--- src/rtl/seq_dete_param.sv ---
// -----------------------------------------------------------------------------
// seq_dete_param
//
// Serial pattern detector for a valid-qualified bit stream. A PAT_W-bit
// pattern (MSB = oldest bit) and a per-bit compare mask are programmable at
// run time. Overlap or non-overlap matching can also be selected at run time.
// A registered one-cycle match pulse and a saturating match counter are
// produced.
//
// Ports:
//   clk          rising-edge clock
//   res_n        synchronous active-low reset
//   d_in         serial data bit, sampled only when valid=1
//   valid        qualifies d_in
//   cfg_load     one-cycle strobe: loads cfg_pat/cfg_mask/cfg_mode, restarts detection
//   cfg_pat      new pattern (MSB oldest)
//   cfg_mask     1 = bit compared, 0 = don't care
//   cfg_mode     1 = overlap, 0 = non-overlap
//   cnt_clr      synchronous clear of match_cnt (wins over a simultaneous hit)
//   pattern_dete registered match pulse
//   match_cnt    saturating number of matches
//   fill         valid bits accumulated toward the current window (0..PAT_W)
// -----------------------------------------------------------------------------
module seq_dete_param #(
    parameter int unsigned       PAT_W    = 4,
    parameter logic [PAT_W-1:0]  PAT_DEF  = 4'b1101,
    parameter logic              MODE_DEF = 1'b1,
    parameter int unsigned       CNT_W    = 8,
    localparam int unsigned      FILL_W   = $clog2(PAT_W + 1)
) (
    input  logic              clk,
    input  logic              res_n,
    input  logic              d_in,
    input  logic              valid,
    input  logic              cfg_load,
    input  logic [PAT_W-1:0]  cfg_pat,
    input  logic [PAT_W-1:0]  cfg_mask,
    input  logic              cfg_mode,
    input  logic              cnt_clr,
    output logic              pattern_dete,
    output logic [CNT_W-1:0]  match_cnt,
    output logic [FILL_W-1:0] fill
);

    localparam logic [FILL_W-1:0] FILL_FULL = FILL_W'(PAT_W);
    localparam logic [CNT_W-1:0]  CNT_MAX   = '1;

    logic [PAT_W-1:0]  pat_q,  pat_d;
    logic [PAT_W-1:0]  mask_q, mask_d;
    logic              mode_q, mode_d;
    logic [PAT_W-1:0]  hist_q, hist_d;
    logic [FILL_W-1:0] fill_q, fill_d;
    logic              dete_q, dete_d;
    logic [CNT_W-1:0]  cnt_q,  cnt_d;

    logic [PAT_W-1:0]  new_hist;
    logic [FILL_W-1:0] fill_inc;
    logic              hit;

    // Window candidate if d_in is taken this cycle; fill saturates at PAT_W.
    assign new_hist = {hist_q[PAT_W-2:0], d_in};
    assign fill_inc = (fill_q == FILL_FULL) ? fill_q : fill_q + FILL_W'(1);
    assign hit      = (fill_inc == FILL_FULL) &&
                      (((new_hist ^ pat_q) & mask_q) == '0);

    always_comb begin
        // NOTE: every signal gets a hold/default value first so no path
        // through the branches leaves it unassigned (which would infer a latch).
        pat_d  = pat_q;
        mask_d = mask_q;
        mode_d = mode_q;
        hist_d = hist_q;
        fill_d = fill_q;
        dete_d = 1'b0;
        cnt_d  = cnt_q;

        if (cfg_load) begin
            // New configuration restarts detection; a same-cycle sample is dropped.
            pat_d  = cfg_pat;
            mask_d = cfg_mask;
            mode_d = cfg_mode;
            hist_d = '0;
            fill_d = '0;
        end else if (valid) begin
            hist_d = new_hist;
            dete_d = hit;
            // Non-overlap: the next window must be built from fresh samples.
            fill_d = (hit && !mode_q) ? '0 : fill_inc;
        end

        if (cnt_clr) begin
            cnt_d = '0;
        end else if (dete_d && (cnt_q != CNT_MAX)) begin
            cnt_d = cnt_q + CNT_W'(1);
        end
    end

    always_ff @(posedge clk) begin
        // NOTE: state registers use non-blocking assignments so every flop
        // samples the pre-edge values, independent of statement order.
        if (!res_n) begin
            pat_q  <= PAT_DEF;
            mask_q <= '1;
            mode_q <= MODE_DEF;
            hist_q <= '0;
            fill_q <= '0;
            dete_q <= 1'b0;
            cnt_q  <= '0;
        end else begin
            pat_q  <= pat_d;
            mask_q <= mask_d;
            mode_q <= mode_d;
            hist_q <= hist_d;
            fill_q <= fill_d;
            dete_q <= dete_d;
            cnt_q  <= cnt_d;
        end
    end

    assign pattern_dete = dete_q;
    assign match_cnt    = cnt_q;
    assign fill         = fill_q;

endmodule
--- config.mk ---
export PLATFORM = sky130hd
export DESIGN_NAME = seq_dete_param
export DESIGN_NICKNAME = d
export VERILOG_FILES = /design/src/rtl/seq_dete_param.sv
export SDC_FILE = /design/constraint.sdc
export NUM_CORES = 1
export LEC_CHECK = 0
export ABC_CLOCK_PERIOD_IN_PS = 1600
export CORE_MARGIN = 8
export CORE_UTILIZATION = 44
export DETAILED_ROUTE_END_ITERATION = 16
export GPL_TIMING_DRIVEN = 0
export HOLD_SLACK_MARGIN = 0.1
export PLACE_DENSITY = 0.86
export SLEW_MARGIN = 20
export SYNTH_ARGS = -nofsm -noshare
export SYNTH_HDL_FRONTEND = slang
export SYNTH_SLANG_ARGS = --single-unit
--- constraint.sdc ---
create_clock -name clk -period 1.6 [get_ports clk]
set_input_delay 0.48 -clock clk [delete_from_list [all_inputs] [get_ports clk]]
set_output_delay 0.48 -clock clk [all_outputs]
set_load 0.02 [all_outputs]
After elaboration in Yosys (flattened, before gate mapping) --
Cells that the tools add are included.
Word-level totals: word-level logic and storage cells 26, bits in registers 24, output and inout bits 12
Cells by class: reduce and logical (&&, ||, !) cells 7, muxes and demuxes 4, equality and inequality tests 3, add/subtract/negate cells 2, bitwise operators 3
Operators with widths (count):
- 8-bit by 1-bit adder with 8-bit output, second input constant | 1
- 8-bit inequality test, second input constant | 1
- 3-bit == test, second input constant | 2
- 3-bit two-way mux | 2
- 4-bit AND | 1
- 4-bit zero test | 1
- 2-bit OR reduction | 2
- 4-bit bitwise XOR | 1
- 3-bit by 1-bit adder with 3-bit output, second input constant | 1
- 1-bit logical AND | 3
- 1-bit two-way mux | 2
- 1-bit zero test | 1
- 1-bit inverter | 1

Longest topological paths before layout --
Gate-level depths: netlist (run 1).
depth after elaboration 7, gate-level depth with buffers 7, gate-level depth less buffers 7

Least setup slack after synthesis (run 1) --
No wires, ideal clock.
path type register to register, start point reg fill_q[0], in the netlist fill[0], end point reg cnt_q[3], in the netlist match_cnt[3], slack -0.323 ns, path buffers 0, cell stages (with the launch flop) 8, setup time 0.070 ns, required time 1.530 ns, arrival 1.853 ns, path through dfxtp_1 -> inv_1 -> ha_1 -> a21oi_1 -> a32o_2 -> nand3_1 -> or4_1 -> a21oi_1
Between the ends: cells in the longest elaborated chain, start to end 7, elaborated cells between the ends (all ways) 8
RTL lines:
- start, declared | line 52 | logic [FILL_W-1:0] fill_q, fill_d;
- start signal, assigned | line 114 | fill_q <= fill_d;
- 3-bit by 1-bit adder with 3-bit output or 3-bit == test (tied branches) | line 62 | assign fill_inc = (fill_q == FILL_FULL) ? fill_q : fill_q + FILL_W'(1);
- 3-bit two-way mux (*) | line 62
- 3-bit == test (*) | line 63 | assign hit = (fill_inc == FILL_FULL) &&
- 1-bit logical AND (*) | line 63
- 1-bit two-way mux (*) | line 84 | end else if (valid) begin
- 1-bit two-way mux (*) | line 77 | if (cfg_load) begin
- 1-bit logical AND (*) | line 93 | end else if (dete_d && (cnt_q != CNT_MAX)) begin
- end signal, assigned | line 116 | cnt_q <= cnt_d;
- end, declared | line 54 | logic [CNT_W-1:0] cnt_q, cnt_d;
Every way passes the cells marked *; elsewhere a longest branch is shown, timed or not. A chain may end at the register's enable or synchronous reset.

Worst setup path in the final report (run 1) --
start point reg fill_q[0], in the netlist fill[0], end point reg cnt_q[5], in the netlist match_cnt[5]
The elaborated chain is that of the path after synthesis.

==> results of run 1 <==
-- layer usage --
layer  track usage  up-vias
met4        0.0307        0
li1              -      542
met5             0        -
met3        0.0262        0
met2         0.245       26
met1         0.141      523
-- cell usage after synthesis (all sizes together) (2+ instances only) --
library cell  instances  share of area
a21oi                 7          0.029
a31oi                 2          0.010
and3                  4          0.021
and4                  2          0.016
buf                   3          0.017
clkbuf                2         0.0073
dfxtp                24           0.40
ha                    3          0.031
inv                   3         0.0094
mux2i                13           0.11
nand2                19          0.060
nand3                 6          0.025
nand4                 4          0.026
nor2                  9          0.030
nor2b                 2          0.010
nor3b                 3          0.023
o21ai                 3          0.013
or4                   2          0.013
xor2                  4          0.029
-- registers in the layout (all words and copies together) (netlist names) --
signal        count
mask_q            4
pat_q             4
mode_q            1
pattern_dete      1
fill              3
hist_q            3
match_cnt         8
-- stage by stage --
stage                     total power, W  cells  TNS [ns]  hold slack, ns  setup slack (ns)
after floorplan                 0.000726    131   -0.0120           0.441           -0.0120
after global placement          0.000776    187     -8.15           0.456            -0.508
after detailed placement        0.000786    187     -9.77           0.464            -0.542
after CTS                        0.00110    194    -0.166           0.450           -0.0842
after global routing             0.00116    198     -1.37           0.446            -0.210
final                            0.00111    198    -0.646           0.450            -0.139
-- timing repair --
action | 4_1_cts | 5_1_grt
setup buffers | 5 | 4
gates resized for setup | 24 | 21
endpoints found under the setup margin | 33 | 14
pin swaps | 6 | 12
hold buffers | 0 | 0
-- placed cells by master, fill, tap and decap left out, types with 3 or more instances in the layout --
cell	count
a21oi_1	4
a21oi_2	3
and3_1	3
buf_4	7
buf_6	3
clkbuf_4	3
clkdlybuf4s50_1	12
dfxtp_1	18
dfxtp_2	4
dlygate4sd2_1	8
mux2i_1	13
nand2_1	18
nand3_1	5
nand4_1	3
nor2_1	8
xor2_1	4
-- how the worst max path moves through the flow --
| stage | from | endpoint | slack (ns) | depth (start not counted) |
|---|---|---|---|---|
| 2_1_floorplan | fill[0] | match_cnt[3] | -0.01 | 6 |
| 3_5_place_dp | res_n | match_cnt[5] | -0.54 | 5 |
| 4_1_cts | fill[1] | match_cnt[5] | -0.08 | 7 |
| 3_3_place_gp | res_n | match_cnt[5] | -0.51 | 5 |
| 5_1_grt | fill[1] | match_cnt[2] | -0.21 | 8 |
| 6_report | fill[0] | match_cnt[5] | -0.14 | 7 |
-- critical path, cell delays in order (launching register included) --
cell and delay [ns]:
dfxtp_4 0.41, ha_4 0.17, nor2_4 0.04, nor3b_4 0.22, nand4_4 0.13, buf_6 0.15, or4_1 0.48, o21ai_1 0.09
-- logic make-up after synthesis --
logic type,synth area share
multiplexers,0.109
XOR/XNOR,0.0366
buffers and inverters,0.0335
AO/OA/AOI/OAI,0.108
adder cells (fa/ha/maj),0.0314
AND/OR/NAND/NOR,0.280
flip-flops,0.402
-- area by class of cell --
cell class | count | area, µm²
Clock buffer | 4 | 36.3
Sequential cell | 24 | 493
Buffer | 3 | 18.8
Multi-Input combinational cell | 99 | 790
Timing Repair Buffer | 34 | 300
Tap cell | 31 | 38.8
Fill cell | 251 | 970
Inverter | 3 | 16.3
-- where the power goes --
group,switching (W),internal (W)
clock network,0.000181,0.000139
registers,0.0000144,0.000612
logic,0.0000763,0.0000855
==> qor.txt, run 1 <==
drt first pass iters - 5
fmax - 575 MHz
Top-Level Pins - 27
Detailed Route Iter0 Violations - 66
most used flip-flop cell after synthesis - dfxtp_1
Rel. slew slack - 0.571
Die X - 68.1 µm
largest net degree at the start of global routing - 14
Clock Tree Buf Depth - 2
Peak VDD IR - 0.475 mV
number of CTS-inserted buffers - 3
TritonCTS clock tree - yes
HP Start - valid
initial core utilization - 0.449
post-layout minimum cycle time - 1.74 ns
warnings from Yosys - 0
ant diodes - 0
Post-Syn Nets - 149
row cnt - 19
final hold violations - 0
Max-Cap Viols - 0
share of layout cells above drive strength 1 - 0.281
DR WL met2 - 1680 µm
initial antenna violation count - 0
Hold Crit Class - primary input to flop
CP arrival - 1.99 ns
cells after synthesis - 131
Tot GR Track Use - 0.128
WL met1 - 1220 µm
per-instance average area after synthesis - 9.12 µm²
gr ovfl total - 0
final setup fails - 8
die height - 68.1 µm
H-tree Lvls - 1
first-pass GRT wire length - 4740 µm
DPL Wire Length - 2230 µm
failing checks - negative setup slack
worst-skew pair later-pin latency - 0.31 ns
CP required - 1.86 ns
# port buffers - 25
routed wire length - 3060 µm
clock-pin slew on the worst setup and hold paths - 0.13 ns
status - finished, violations left
wire length on met3 - 161 µm
share of flip-flops with an asynchronous set or reset - 0
CTS Sinks - 24
Power Density - 654 mW/mm²
setup slack after layout - -0.139 ns
Final Max Slew Viols - 0
EDFF count, synth - 0
Syn-to-layout area delta - 41.7%
RSZ-0062 raised after global routing - yes
Hold EP - fill[1]
unique cell type count in the Yosys netlist - 43
fin nets - 186
placed instance area - 0.00153 mm²
# DRC - 0
sequential element share of the synthesized area - 0.402
Setup crit end kind - flop
final antenna-violating net count - 0
gpl congestion - 0.808
r2r endpoint - match_cnt[5]
Wirelength per Cell - 15.5 µm
uppermost layer routed - met3
full die area - 0.00464 mm²
Reg2Reg Setup Slack - -0.14 ns
clk root buf - clkbuf_4
vias in the first global route - 1,092
Final Util - 0.636
Pleak - 0.706 nW
flops & latches, synth - 24
R2R Path Start - fill[0]
hold depth - 3
Crit Path Class - flop to flop
Design Area, Final - 0.00169 mm²
vias per cell - 5.51
Synth Cell Area - 0.00119 mm²
final setup skew - 0.00565 ns
critical path fanouts, max - 4
CORE AREA - 0.00266 mm²
period utilization - 1.09
R2R cell count - 7
pin slew with the least headroom to its limit - 0.643 ns
CP startpoint kind - flop
vias - 1,091
Note: power is estimated with default switching activity, not from simulation.
==> run 2, diff against run 1 <==
Settings changed: CORE_MARGIN 8 to 1, PLACE_DENSITY 0.86 to 0.74, TNS_END_PERCENT set to 30.
==> qor.txt, run 2 (synthesized netlist as in run 1, its figures left out) <==
row cnt - 18
CP required - 1.86 ns
final hold violations - 0
number of CTS-inserted buffers - 3
RSZ-0062 raised after global routing - yes
ant diodes - 0
Hold Crit Class - primary input to flop
CP startpoint kind - flop
placed instance area - 0.00153 mm²
Rel. slew slack - 0.697
Setup crit end kind - flop
critical path fanouts, max - 7
vias per cell - 5.62
CP arrival - 1.95 ns
final setup fails - 5
hold_ws - 0.426 ns
post-layout minimum cycle time - 1.69 ns
worst-skew pair later-pin latency - 0.31 ns
CTS Sinks - 24
routed wire length - 2560 µm
gpl congestion - 0.880
# port buffers - 25
final antenna-violating net count - 0
clock-pin slew on the worst setup and hold paths - 0.13 ns
Design Area, Final - 0.00160 mm²
vias in the first global route - 962
Power Density - 660 mW/mm²
# DRC - 0
DPL Wire Length - 1870 µm
period utilization - 1.06
clk root buf - clkbuf_4
Hold Buf Count CTS - 0
Die X - 54.1 µm
Clk network pwr share - 0.262
pin slew with the least headroom to its limit - 0.454 ns
flip-flop and latch area - 494 µm²
setup slack after layout - -0.0888 ns
footprint of the multi-input gates - 758 µm²
Clock Tree Buf Depth - 2
share of layout cells above drive strength 1 - 0.242
CORE AREA - 0.00252 mm²
Peak VDD IR - 0.621 mV
sw power - 0.000265 W
failing checks - negative setup slack
vias - 1,073
Crit Path Class - flop to flop
fin nets - 180
H-tree Lvls - 1
gr ovfl total - 0
die height - 54.1 µm
fmax - 592 MHz
Max-Cap Viols - 0
FILL cells - 234
Detailed Route Iter0 Violations - 22
Wirelength per Cell - 13.4 µm
sequential power share - 0.592
TritonCTS clock tree - yes
Final Util - 0.634
most frequent cells in the layout - 19 x dfxtp_1, 17 x nand2_1, 13 x mux2i_1
initial antenna violation count - 0
Top-Level Pins - 27
Syn-to-layout area delta - 33.8%
Internal - 0.000790 W
full die area - 0.00293 mm²
initial core utilization - 0.474
final setup skew - 0.00531 ns
switching part of the total - 0.251
Pleak - 0.675 nW
largest net degree at the start of global routing - 14
Gate power share - 0.146
first-pass GRT wire length - 4020 µm
drt first pass iters - 4
dpl ws - -0.524 ns
Tot GR Track Use - 0.192
number of flip-flops in the largest register - 8
status - finished, violations left
Final Max Slew Viols - 0
commonest non-fill, non-tap cell in the layout - dfxtp_1
==> run 2: changes by cell type in the layout (fill, tap and decap cells not counted), moves of 2 or more <==
| cell | before | now |
|---|---|---|
| dfxtp_2 | 4 | 2 |
| clkbuf_2 | 1 | 3 |
| a21oi_2 | 3 | 1 |
| a21oi_1 | 4 | 6 |
| buf_4 | 7 | 2 |
| clkdlybuf4s15_1 | 2 | 0 |
==> run 2: stage by stage <==
| step | total power [W] | TNS, ns | instances |
|---|---|---|---|
| global placement | 0.000779 | -9.09 | 186 |
| floorplan | 0.000726 | -0.0120 | 131 |
| CTS | 0.00106 | -0.236 | 190 |
| global route | 0.00110 | -0.826 | 191 |
| detailed placement | 0.000784 | -9.85 | 186 |
| finish | 0.00106 | -0.187 | 191 |
==> run 2: critical path, cell delays in order (launching register included) <==
cell	delay [ns]
dfxtp_4	0.41
ha_4	0.16
nor2_4	0.04
nor3b_4	0.22
nand4_4	0.16
or4_1	0.49
a21oi_1	0.15
==> run 2: worst paths after layout <==
path / from / end / slack (ns) / cells after the start
max: fill[1] / match_cnt[3] / -0.09 / 6
min: valid / fill[1] / 0.43 / 3
max reg2reg: fill[1] / match_cnt[3] / -0.09 / 6
min reg2reg: mask_q[3] / mask_q[3] / 0.49 / 2
==> run 2: power groups by stage <==
| stage | sequential [W] | clock [W] | combinational [W] |
|---|---|---|---|
| after floorplan | 0.000639 | 0 | 0.0000868 |
| after global placement | 0.000639 | 0 | 0.000140 |
| after detailed placement | 0.000640 | 0 | 0.000144 |
| after CTS | 0.000626 | 0.000285 | 0.000148 |
| after global routing | 0.000627 | 0.000306 | 0.000169 |
| final | 0.000625 | 0.000277 | 0.000154 |
==> run 2: cell type report <==
class                      count  area share
buffer                         4      0.0196
tap                           30      0.0235
sequential                    24       0.309
timing repair buffer          27       0.149
multi-input combinational     99       0.474
inverter                       3     0.00861
clock buffer                   4      0.0164
==> run 2: repair_timing <==
action                     in CTS  in global routing
resized for setup              21                 19
setup buffers                   1                  1
setup endpoints to repair      33                 13
pin swaps                       2                  6
==> run 2: per-layer routing <==
layer / GRT usage / up-vias / wire length [µm]
met3: 0.0311 / 5 / 98
met1: 0.231 / 509 / 1160
li1: - / 531 / -
met4: 0.0769 / 0 / 35
met2: 0.335 / 28 / 1270
met5: 0 / - / 0
==> RTL edit 1, RTL diff (settings of run 1) <==
`MODE_DEF`: 1'b1 -> 1'b0.
--- a/src/rtl/seq_dete_param.sv
+++ b/src/rtl/seq_dete_param.sv
@@ -24,7 +24,7 @@
 module seq_dete_param #(
     parameter int unsigned       PAT_W    = 4,
     parameter logic [PAT_W-1:0]  PAT_DEF  = 4'b1101,
-    parameter logic              MODE_DEF = 1'b1,
+    parameter logic              MODE_DEF = 1'b0,
     parameter int unsigned       CNT_W    = 8,
     localparam int unsigned      FILL_W   = $clog2(PAT_W + 1)
 ) (
Formal check against the unedited RTL: not equivalent (a bounded check fails within 10 cycles, from zero or initial values).
==> RTL edit 1 against run 1 <==
  * Wire length down 1.9%
  * Largest power group unchanged
  * Synthesized area down 3.1%
  * Total power shrank 6.0%
  * First-iteration DRC count decreased by 36%
  * Cell count decreased by 2.0%
  * Sequential cell count did not move
  * Clock power fell by 12%
  * Largest cell class unchanged
  * Setup slack worse by 0.19 ns
  * Global-route usage grew 0.67 points
  * Core utilization is 4.3 points higher
  * The flow still finishes with violations (setup timing)
  * Design area shrank 0.67%
  * Highest routed layer is now met4
  * Via count shrank 1.2%
==> RTL edit 1: results <==
[drt]
wl_per_cell_um = 15.5
drt_wl_total_um = 3000
viasPerCell = 5.56
top_layer = met4
met1Wirelength_um = 1190
wl_met2_um = 1630
drtIter0Drc = 42

[synthesis]
synth_fa_ha_area_share_pct = 3.24
synth_area_leaders = dfxtp_1 (42%), mux2i_1 (10%), nand2_1 (4.9%)
yosysSeqAreaShare_pct = 41.5
syn-num-nets = 143
synthCells = 125
ys_types = 35
yosys.area_share.xor_xnor_pct = 3.78

[layout]
num-fill-cells = 198

[pwr]
seq_power_share_pct = 60.1
p_clk_share_pct = 27.2
leakage_nw = 0.685

[sta]
setup_violations = 9
tns_ns = -2.06
worst_slack_ns = -0.324
worst_pin_slew_ns = 0.401

[global_routing]
grt_use_met2_pct = 25.8
gr-usage-met1_pct = 13.6
grt_pass1_wl_um = 4800
grt_use_total_pct = 13.5

[outcome]
status = finished, violations left
violations = setup timing

[place]
place_congestion = 0.782

[critical_path]
cp_max_fo = 7
slowest_stage = or4_4
arrival_ns = 2.18
setup.worst_path.start = pat_q[0]$_SDFFE_PN1P_

[clocking]
cts_resized = 27
post_cts_buffers = 7

[hold_path]
worstHoldStart = d_in
RTL edit 1: cell count changes after synthesis, sizes merged, moves of 2 or more:
cell   change
a21oi      +2
nand2      -4
nand3      -3
nor2b      +2
nor3b      -3
o31ai      +3
or4        +3
RTL edit 1: path summary, 6_finish.rpt:
path	endpoint	slack, ns	cells past startpoint
setup / recovery	match_cnt[2]$_SDFFE_PP0P_	-0.32	6
hold / removal	hist_q[0]$_SDFFE_PP0P_	0.42	3
setup reg to reg	match_cnt[2]$_SDFFE_PP0P_	-0.32	6
hold reg to reg	pat_q[0]$_SDFFE_PN1P_	0.50	2
RTL edit 1: layout make-up:
type                    instances  area (µm²)  area share [%]
plain buffers                   5        46.3            2.75
clock buffers                   4        26.3            1.56
inverters                       3        13.8           0.818
multi-input cells              93         718            42.7
flip-flops and latches         24         493            29.3
well taps                      30        37.5            2.23
repair buffers                 35         347            20.6
==> RTL edit 2, RTL diff (flow settings as in run 1) <==
Made on the original files. Put one more register stage on the output `match_cnt`, without a reset. The value now appears one clock later. The other outputs are not delayed to match.
--- a/src/rtl/seq_dete_param.sv
+++ b/src/rtl/seq_dete_param.sv
@@ -118,7 +118,9 @@
     end
 
     assign pattern_dete = dete_q;
-    assign match_cnt    = cnt_q;
+    always_ff @(posedge clk) begin
+        match_cnt <= cnt_q;
+    end
     assign fill         = fill_q;
 
 endmodule
Formal check against the unedited RTL: not equivalent (Yosys sat finds a counterexample within 10 cycles, from zero or initial values).
==> RTL edit 2 against run 1 <==
  * The flow still finishes with violations (setup timing)
  * Setup slack worse by 0.085 ns
  * Total power is 26% higher
  * Via count is 2.7% higher
  * Synthesized area is 9.7% higher
  * Count of clock-buffer cells in the layout is 2 higher
  * Design area is 8.7% higher
  * Non-clock buffer count is 1 lower
  * First-iteration DRC count is 41% higher
  * Wire length is 2.7% higher
  * Maximum frequency is 4.7% lower
  * Register-to-register slack worse by 0.06 ns
  * Hold slack worse by 0.051 ns
  * Critical path depth is 1 lower
  * Sequential cell count is 8 higher
  * Largest cell class unchanged
  * Largest power group unchanged
==> RTL edit 2: results <==
[outcome]
status = finished, violations left
violations = setup timing

[layout]
layout-drive-gt1-share_pct = 24.3
buf_share_pct = 17.4
multi_input_area_um2 = 762
clk_share_pct = 2.52
inv_count = 5
clkbuf_count = 6
sh_seq_area_pct = 35.3
areaGrowthSynthToFinish_pct = 40.4
nMultiInputCombCells = 89
nets = 187

[clocking]
clk_pin_slew_ns = 0.09
numCtsBuffers = 5
htree_levels = 2

[drt]
top_layer = met4
vias = 1120
wl_met2_um = 1660
drt_wl_total_um = 3150
drtIter0Drc = 93
detailroute.wirelength.met3_um = 229

[pwr]
powerComb_w = 0.000157
seq_power_share_pct = 59.0
leakage_nw = 0.748
p_comb_share_pct = 11.2
p_switching_w = 0.000344
ir_worst_vdd_v = 0.000517

[global_routing]
grt_use_total_pct = 13.1
gr-usage-met1_pct = 12.8
grt_use_met2_pct = 23.0
grt_max_degree = 11

[place]
placed_cell_area_um2 = 1660
dpl.hpwl_um = 2250
port_buffers = 26
place_congestion = 0.793

[critical_path]
cp_max_fo = 6
cpPeakStageDelay_ns = 0.51
arrival_ns = 2.11

[sta]
fin_skew_ns = 0.0103
setup_violations = 8
worst_slack_ns = -0.224

[synthesis]
synthTopCellsByCount = dfxtp_1 (32), nand2_1 (12), mux2i_1 (11), a21oi_1 (7), nor2_1 (6)
synth_area_leaders = dfxtp_1 (49%), mux2i_1 (8.4%), nand2_1 (3.4%)
ys_ff_latch = 32

[hold_path]
min_path_type = reg -> reg
-- RTL edit 2: final timing paths --
path	startpoint	to	slack, ns	depth (start not counted)
worst max-delay path	cfg_load	cnt_q[5]$_SDFFE_PP0P_	-0.22	6
worst max register to register	fill[0]$_SDFFE_PP0P_	cnt_q[4]$_SDFFE_PP0P_	-0.20	8
worst min register to register	cnt_q[5]$_SDFFE_PP0P_	match_cnt[5]$_DFF_P_	0.40	0
worst min-delay path	cnt_q[5]$_SDFFE_PP0P_	match_cnt[5]$_DFF_P_	0.40	0
-- RTL edit 2: repair_timing --
action	4_1_cts	5_1_grt
pin swaps	1	4
endpoints found under the setup margin	22	9
setup buffers	3	1
resized for setup	21	17
gates cloned	0	1
-- RTL edit 2: cell families after synthesis --
family | synth area share (%)
compound gates | 13.0
simple gates | 19.1
xor+xnor | 3.34
fa+ha+maj | 2.86
flops | 48.9
buf+inv | 3.44
mux | 9.45
